### config.mk
export PLATFORM = sky130hd
export DESIGN_NAME = hdmi_timing_ctrl
export DESIGN_NICKNAME = d
export VERILOG_FILES = /design/src/rtl/hdmi_timing_ctrl.sv
export SDC_FILE = /design/constraint.sdc
export NUM_CORES = 1
export LEC_CHECK = 0
export BUFFER_PORTS_ARGS = -buffer_cell sky130_fd_sc_hd__buf_4
export CAP_MARGIN = 20
export CORE_MARGIN = 2
export CORE_UTILIZATION = 37
export DETAILED_ROUTE_END_ITERATION = 12
export GPL_TIMING_DRIVEN = 0
export SLEW_MARGIN = 30
export SYNTH_ARGS = -nofsm -noshare
export SYNTH_HDL_FRONTEND = slang
export SYNTH_SLANG_ARGS = --single-unit
### constraint.sdc
create_clock -name pixclk -period 10.4 [get_ports pixclk]
set_input_delay 1.56 -clock pixclk [delete_from_list [all_inputs] [get_ports pixclk]]
set_output_delay 1.56 -clock pixclk [all_outputs]
set_load 0.02 [all_outputs]
### src/rtl/hdmi_timing_ctrl.sv
// HDMI raster timing generator with double-buffered timing registers.
// Drives VDE/hsync/vsync and a one-cycle-early pixel fetch request.
module hdmi_timing_ctrl #(
  parameter int H_ACTIVE = 640,
  parameter int H_FP     = 16,
  parameter int H_SYNC   = 96,
  parameter int H_BP     = 48,
  parameter int V_ACTIVE = 480,
  parameter int V_FP     = 10,
  parameter int V_SYNC   = 2,
  parameter int V_BP     = 33
) (
  input  logic        pixclk,
  input  logic        rst,
  input  logic        enable,
  input  logic        cfg_wr,
  input  logic [2:0]  cfg_addr,
  input  logic [11:0] cfg_wdata,
  input  logic        cfg_commit,
  output logic        commit_done,
  output logic        cfg_err,
  output logic [11:0] counter_x,
  output logic [11:0] counter_y,
  output logic        pix_req,
  output logic        draw_area,
  output logic        hsync,
  output logic        vsync,
  output logic        frame_start,
  output logic        line_start,
  output logic [1:0]  state
);

  typedef enum logic [1:0] {
    IDLE  = 2'd0,
    RUN   = 2'd1,
    DRAIN = 2'd2
  } state_t;

  localparam logic [7:0][11:0] DEFAULTS = {
    12'(V_BP), 12'(V_SYNC), 12'(V_FP), 12'(V_ACTIVE),
    12'(H_BP), 12'(H_SYNC), 12'(H_FP), 12'(H_ACTIVE)
  };

  state_t cur, nxt;
  logic [7:0][11:0] pend, act, pend_eff;
  logic        req, req_nxt;
  logic        apply, reject;
  logic [13:0] a_htot, a_vtot, p_htot, p_vtot;
  logic [13:0] cx, cy;
  logic [13:0] hs_lo, hs_hi, vs_lo, vs_hi;
  logic        p_ok, running, line_end, frame_end;
  logic        hs_cond, vs_cond;

  function automatic logic [13:0] tot4(
    input logic [11:0] a,
    input logic [11:0] b,
    input logic [11:0] c,
    input logic [11:0] d
  );
    return 14'(a) + 14'(b) + 14'(c) + 14'(d);
  endfunction

  // Same-cycle write is folded into the set a commit sees
  always_comb begin
    pend_eff = pend;
    if (cfg_wr) pend_eff[cfg_addr] = cfg_wdata;
  end

  assign a_htot = tot4(act[0], act[1], act[2], act[3]);
  assign a_vtot = tot4(act[4], act[5], act[6], act[7]);
  assign p_htot = tot4(pend_eff[0], pend_eff[1],
                       pend_eff[2], pend_eff[3]);
  assign p_vtot = tot4(pend_eff[4], pend_eff[5],
                       pend_eff[6], pend_eff[7]);

  assign p_ok = (pend_eff[0] != 12'd0) &&
                (pend_eff[4] != 12'd0) &&
                (p_htot <= 14'd4096) &&
                (p_vtot <= 14'd4096);

  assign cx        = {2'b00, counter_x};
  assign cy        = {2'b00, counter_y};
  assign running   = (cur != IDLE);
  assign line_end  = (cx == a_htot - 14'd1);
  assign frame_end = line_end && (cy == a_vtot - 14'd1);

  assign hs_lo = 14'(act[0]) + 14'(act[1]);
  assign hs_hi = hs_lo + 14'(act[2]);
  assign vs_lo = 14'(act[4]) + 14'(act[5]);
  assign vs_hi = vs_lo + 14'(act[6]);

  assign hs_cond = (cx >= hs_lo) && (cx < hs_hi);
  assign vs_cond = (cy >= vs_lo) && (cy < vs_hi);

  assign pix_req = running &&
                   (cx < 14'(act[0])) &&
                   (cy < 14'(act[4]));

  assign state = cur;

  always_comb begin
    nxt = cur;
    unique case (cur)
      IDLE:  if (enable) nxt = RUN;
      RUN:   if (!enable) nxt = frame_end ? IDLE : DRAIN;
      DRAIN: begin
        if (enable)         nxt = RUN;
        else if (frame_end) nxt = IDLE;
      end
      default: nxt = IDLE;
    endcase
  end

  // Commits while the raster runs wait for the frame boundary
  always_comb begin
    apply   = 1'b0;
    reject  = 1'b0;
    req_nxt = req;
    if (cfg_commit) begin
      if (!p_ok) begin
        reject  = 1'b1;
        req_nxt = 1'b0;
      end else if (!running) begin
        apply = 1'b1;
      end else begin
        req_nxt = 1'b1;
      end
    end
    if (running && frame_end && req_nxt) begin
      req_nxt = 1'b0;
      if (p_ok) apply  = 1'b1;
      else      reject = 1'b1;
    end
  end

  always_ff @(posedge pixclk) begin
    if (rst) begin
      cur         <= IDLE;
      req         <= 1'b0;
      pend        <= DEFAULTS;
      act         <= DEFAULTS;
      counter_x   <= 12'd0;
      counter_y   <= 12'd0;
      commit_done <= 1'b0;
      cfg_err     <= 1'b0;
      draw_area   <= 1'b0;
      hsync       <= 1'b0;
      vsync       <= 1'b0;
      line_start  <= 1'b0;
      frame_start <= 1'b0;
    end else begin
      cur         <= nxt;
      req         <= req_nxt;
      commit_done <= apply;
      cfg_err     <= reject;
      if (cfg_wr) pend[cfg_addr] <= cfg_wdata;
      if (apply)  act <= pend_eff;
      if (!running || frame_end) begin
        counter_x <= 12'd0;
        counter_y <= 12'd0;
      end else if (line_end) begin
        counter_x <= 12'd0;
        counter_y <= counter_y + 12'd1;
      end else begin
        counter_x <= counter_x + 12'd1;
      end
      draw_area   <= pix_req;
      hsync       <= running && hs_cond;
      vsync       <= running && vs_cond;
      line_start  <= running && (cx == 14'd0);
      frame_start <= running && (cx == 14'd0) &&
                     (cy == 14'd0);
    end
  end

endmodule
==> results.md <==
* Status: completed
* Syn Area/Cell at 9.28 um^2
* Max Cap Violations at 0
* Setup TNS at 0 ps
* Compound-Gate Fraction of Synth Area at 11.1%
* Power density cells at 135 nW/um^2
* Crit path kind: input port to flop
* Initial antenna violation count at 2
* Fin util at 41.5%
* Post-route setup slack at 2130 ps
* Setup crit start kind: input port
* Hold Path Depth at 1
* Clk root buf: clkbuf_16
* Max-slew violations at 0
* Gp weighted congestion at 0.877
* H-tree depth at 1
* Hold_buf cts at 0
* Clk sinks at 226
* Period utilization at 79.5%
* Post-synth EDFFs at 0
* P_leak at 8.36 nW
* Reg2Reg Depth at 31
* Post-CTS Setup Bufs at 0
* Fillers at 4554
* Share of the synthesized area in the top cell type at 27.0%
* Seq/Total Area, Yosys at 27.0%
* Yosys Warn Count at 0
* Number of synthesized register bits at 226
* Chip Width at 217 um
* Synth cell types at 67
* Hold Violations, Final at 0
* RR Startpoint: act[48]$_SDFFE_PP0P_
* Dpl cell area at 17800 um^2
* I/O Pins at 54
* Cells after Synth at 1806
* Routed len/inst at 17.8 um
* Hold slack at 525 ps
* Fin area at 18700 um^2
* R2R Setup Slk at 3130 ps
* Arr. time, crit path at 8680 ps
* Core Box Area at 45100 um^2
* Worst min path class: flop to flop
* Peak supply drop at 128 uV
* Layout Skew at 24.0 ps
* Worst Hold Path EP: state[1]$_SDFFE_PP0P_
* DIE AREA at 47000 um^2
* Setup violations, final at 0
* First-pass GRT wire length at 69600 um
* Routed wire length at 44400 um
* Async SR Flop Fraction at 0%
* Grt ovf at 0
* Area leader, netlist: dfxtp_1
* Synth Area in Adders at 20.9%
* Setup crit end kind: flop
* Layout Nets at 2142
* Synth cell count leaders: dfxtp_1 (226), ha_1 (192), inv_1 (191)
* Synth Flop Type: dfxtp_1
* Worst Max-Slew Pin Slew at 901 ps
* Mapped Nets at 2072
* Share of cells above drive strength 1 at 15.2%
* CTS Buf Count at 25
* Vias in the first global route at 12709
* Port bufs at 43
* Simple-gate area share of the yosys netlist at 16.0%
* XOR/XNOR Fraction of Synth Area at 5.38%
* CTS max path bufs at 3
* Vias per cell at 5.13
* Place WS at 1540 ps
* Cell Rows at 78
* PostCTS Resize Cnt at 0
* Area contributors post-synth: dfxtp_1 (27%), ha_1 (14%), mux2_2 (7.9%)
* Initial core utilization at 37.2%
* 1st-iter DRT viols at 712
* Tmin final at 8270 ps
* Maximum operating frequency at 0.121 GHz
* Overall Global Routing Usage at 18.8%
* CTS tree: built
* Antenna cells at 0
* DR DRC count at 0
* Count leader, synth: dfxtp_1
* Clk slew on worst S/H paths at 60 ps
* Post-Synthesis Cell Area at 16800 um^2
* Hold wc startpoint: state[1]$_SDFFE_PP0P_
* RR Endpoint: act[0]$_SDFFE_PP0P_
* Hpwl dp at 35600 um
* Clk Latency, worst-skew pair at 550 ps
* DR pass1 iterations at 5
* Pin count of the biggest net entering global routing at 14
* Area Overhead vs Synth at 11.7%
* CP Data Required Time at 10810 ps
* Post-route ant nets at 0
* Rel. slew slack at 39.9%
* Main combinational cell family by area after synthesis: adder cells
* DR vias at 12790
* RSZ-0062 raised after global routing: no
* Multiplexer share of the synthesized area at 13.8%
* Die Y-Extent at 217 um
* CP max FO at 10
worst max-delay path by stage:
stage | from | end | slack [ps] | cells past startpoint
floorplan | cfg_addr[1] | act[0]$_SDFFE_PP0P_ | 3070 | 21
global placement | cfg_addr[1] | act[25]$_SDFFE_PP0P_ | 1650 | 21
detailed placement | cfg_addr[1] | act[46]$_SDFFE_PP0P_ | 1540 | 21
CTS | cfg_addr[1] | act[46]$_SDFFE_PP0P_ | 2040 | 21
global route | cfg_addr[1] | act[17]$_SDFFE_PP0P_ | 1720 | 21
finish | cfg_addr[1] | act[0]$_SDFFE_PP0P_ | 2130 | 21
critical path, cell delays in order:
cell	delay [ps]
clkbuf_1	360
nor4bb_1	640
clkbuf_1	580
mux2_2	440
fa_1	500
inv_1	50
fa_1	500
inv_1	40
ha_1	220
fa_1	400
and3_1	210
o311ai_2	390
a211oi_1	190
o31a_1	350
a2111oi_0	400
a32oi_1	200
nor2_1	540
o211ai_2	350
buf_6	250
buf_6	170
mux2_4	300
kinds of logic (layout without fill, tap and decap cells):
| family | Yosys count | after routing |
|---|---|---|
| buffers and inverters | 252 | 340 |
| muxes | 196 | 196 |
| DFF | 226 | 226 |
| AOI/OAI and AO/OA | 279 | 279 |
| and+or+nand+nor | 502 | 502 |
| adders and majority gates | 248 | 248 |
| xor gates and xnor gates | 103 | 103 |
cell type report:
type	count	area (um^2)	share of cell area [%]
clock inverters	9	155	0.828
multi-input cells	1328	11300	60.1
flip-flops and latches	226	4520	24.2
inverters	191	717	3.83
clock buffers	36	727	3.88
well taps	600	751	4.01
repair buffers	43	323	1.72
plain buffers	61	273	1.46
through the flow:
stage | total power, mW | std cells
floorplan | 1.42 | 1806
global placement | 1.55 | 2449
detailed placement | 1.57 | 2449
CTS | 2.53 | 2494
global route | 2.65 | 2494
finish | 2.52 | 2494
state kept, by name, summed over array words and instances, names as in the netlist, 2 cells and up:
signal     cells
pend          96
counter_y     12
state          2
act           96
counter_x     12
cells in the final DEF (no fill, tap or decap), types with 24 or more instances in the layout:
master / count
xnor2_1: 64
ha_1: 192
xor2_1: 39
a21o_1: 29
nor2_1: 139
nand2b_1: 37
mux2i_1: 38
a21oi_1: 58
or2_2: 28
o21ai_0: 64
a211oi_1: 24
nand3_1: 38
fa_1: 54
mux2_4: 40
mux2_2: 118
clkbuf_16: 25
nor3_1: 30
buf_4: 43
inv_1: 191
nor2b_1: 120
dfxtp_1: 226
clkbuf_1: 52
nand2_1: 39
per-layer routing:
| metal | track usage, % | share of wire [%] |
|---|---|---|
| met1 | 25.3 | 47 |
| met2 | 32.4 | 47 |
| met3 | 2.92 | 4.6 |
| met4 | 2.95 | 1.2 |
| met5 | 0 | 0.036 |
report_power, final:
group / switching [mW] / internal (mW)
combinational: 0.385 / 0.280
clock: 0.381 / 0.585
sequential: 0.00903 / 0.883
total: 0.775 / 1.75
(Power assumes the default switching activity.)
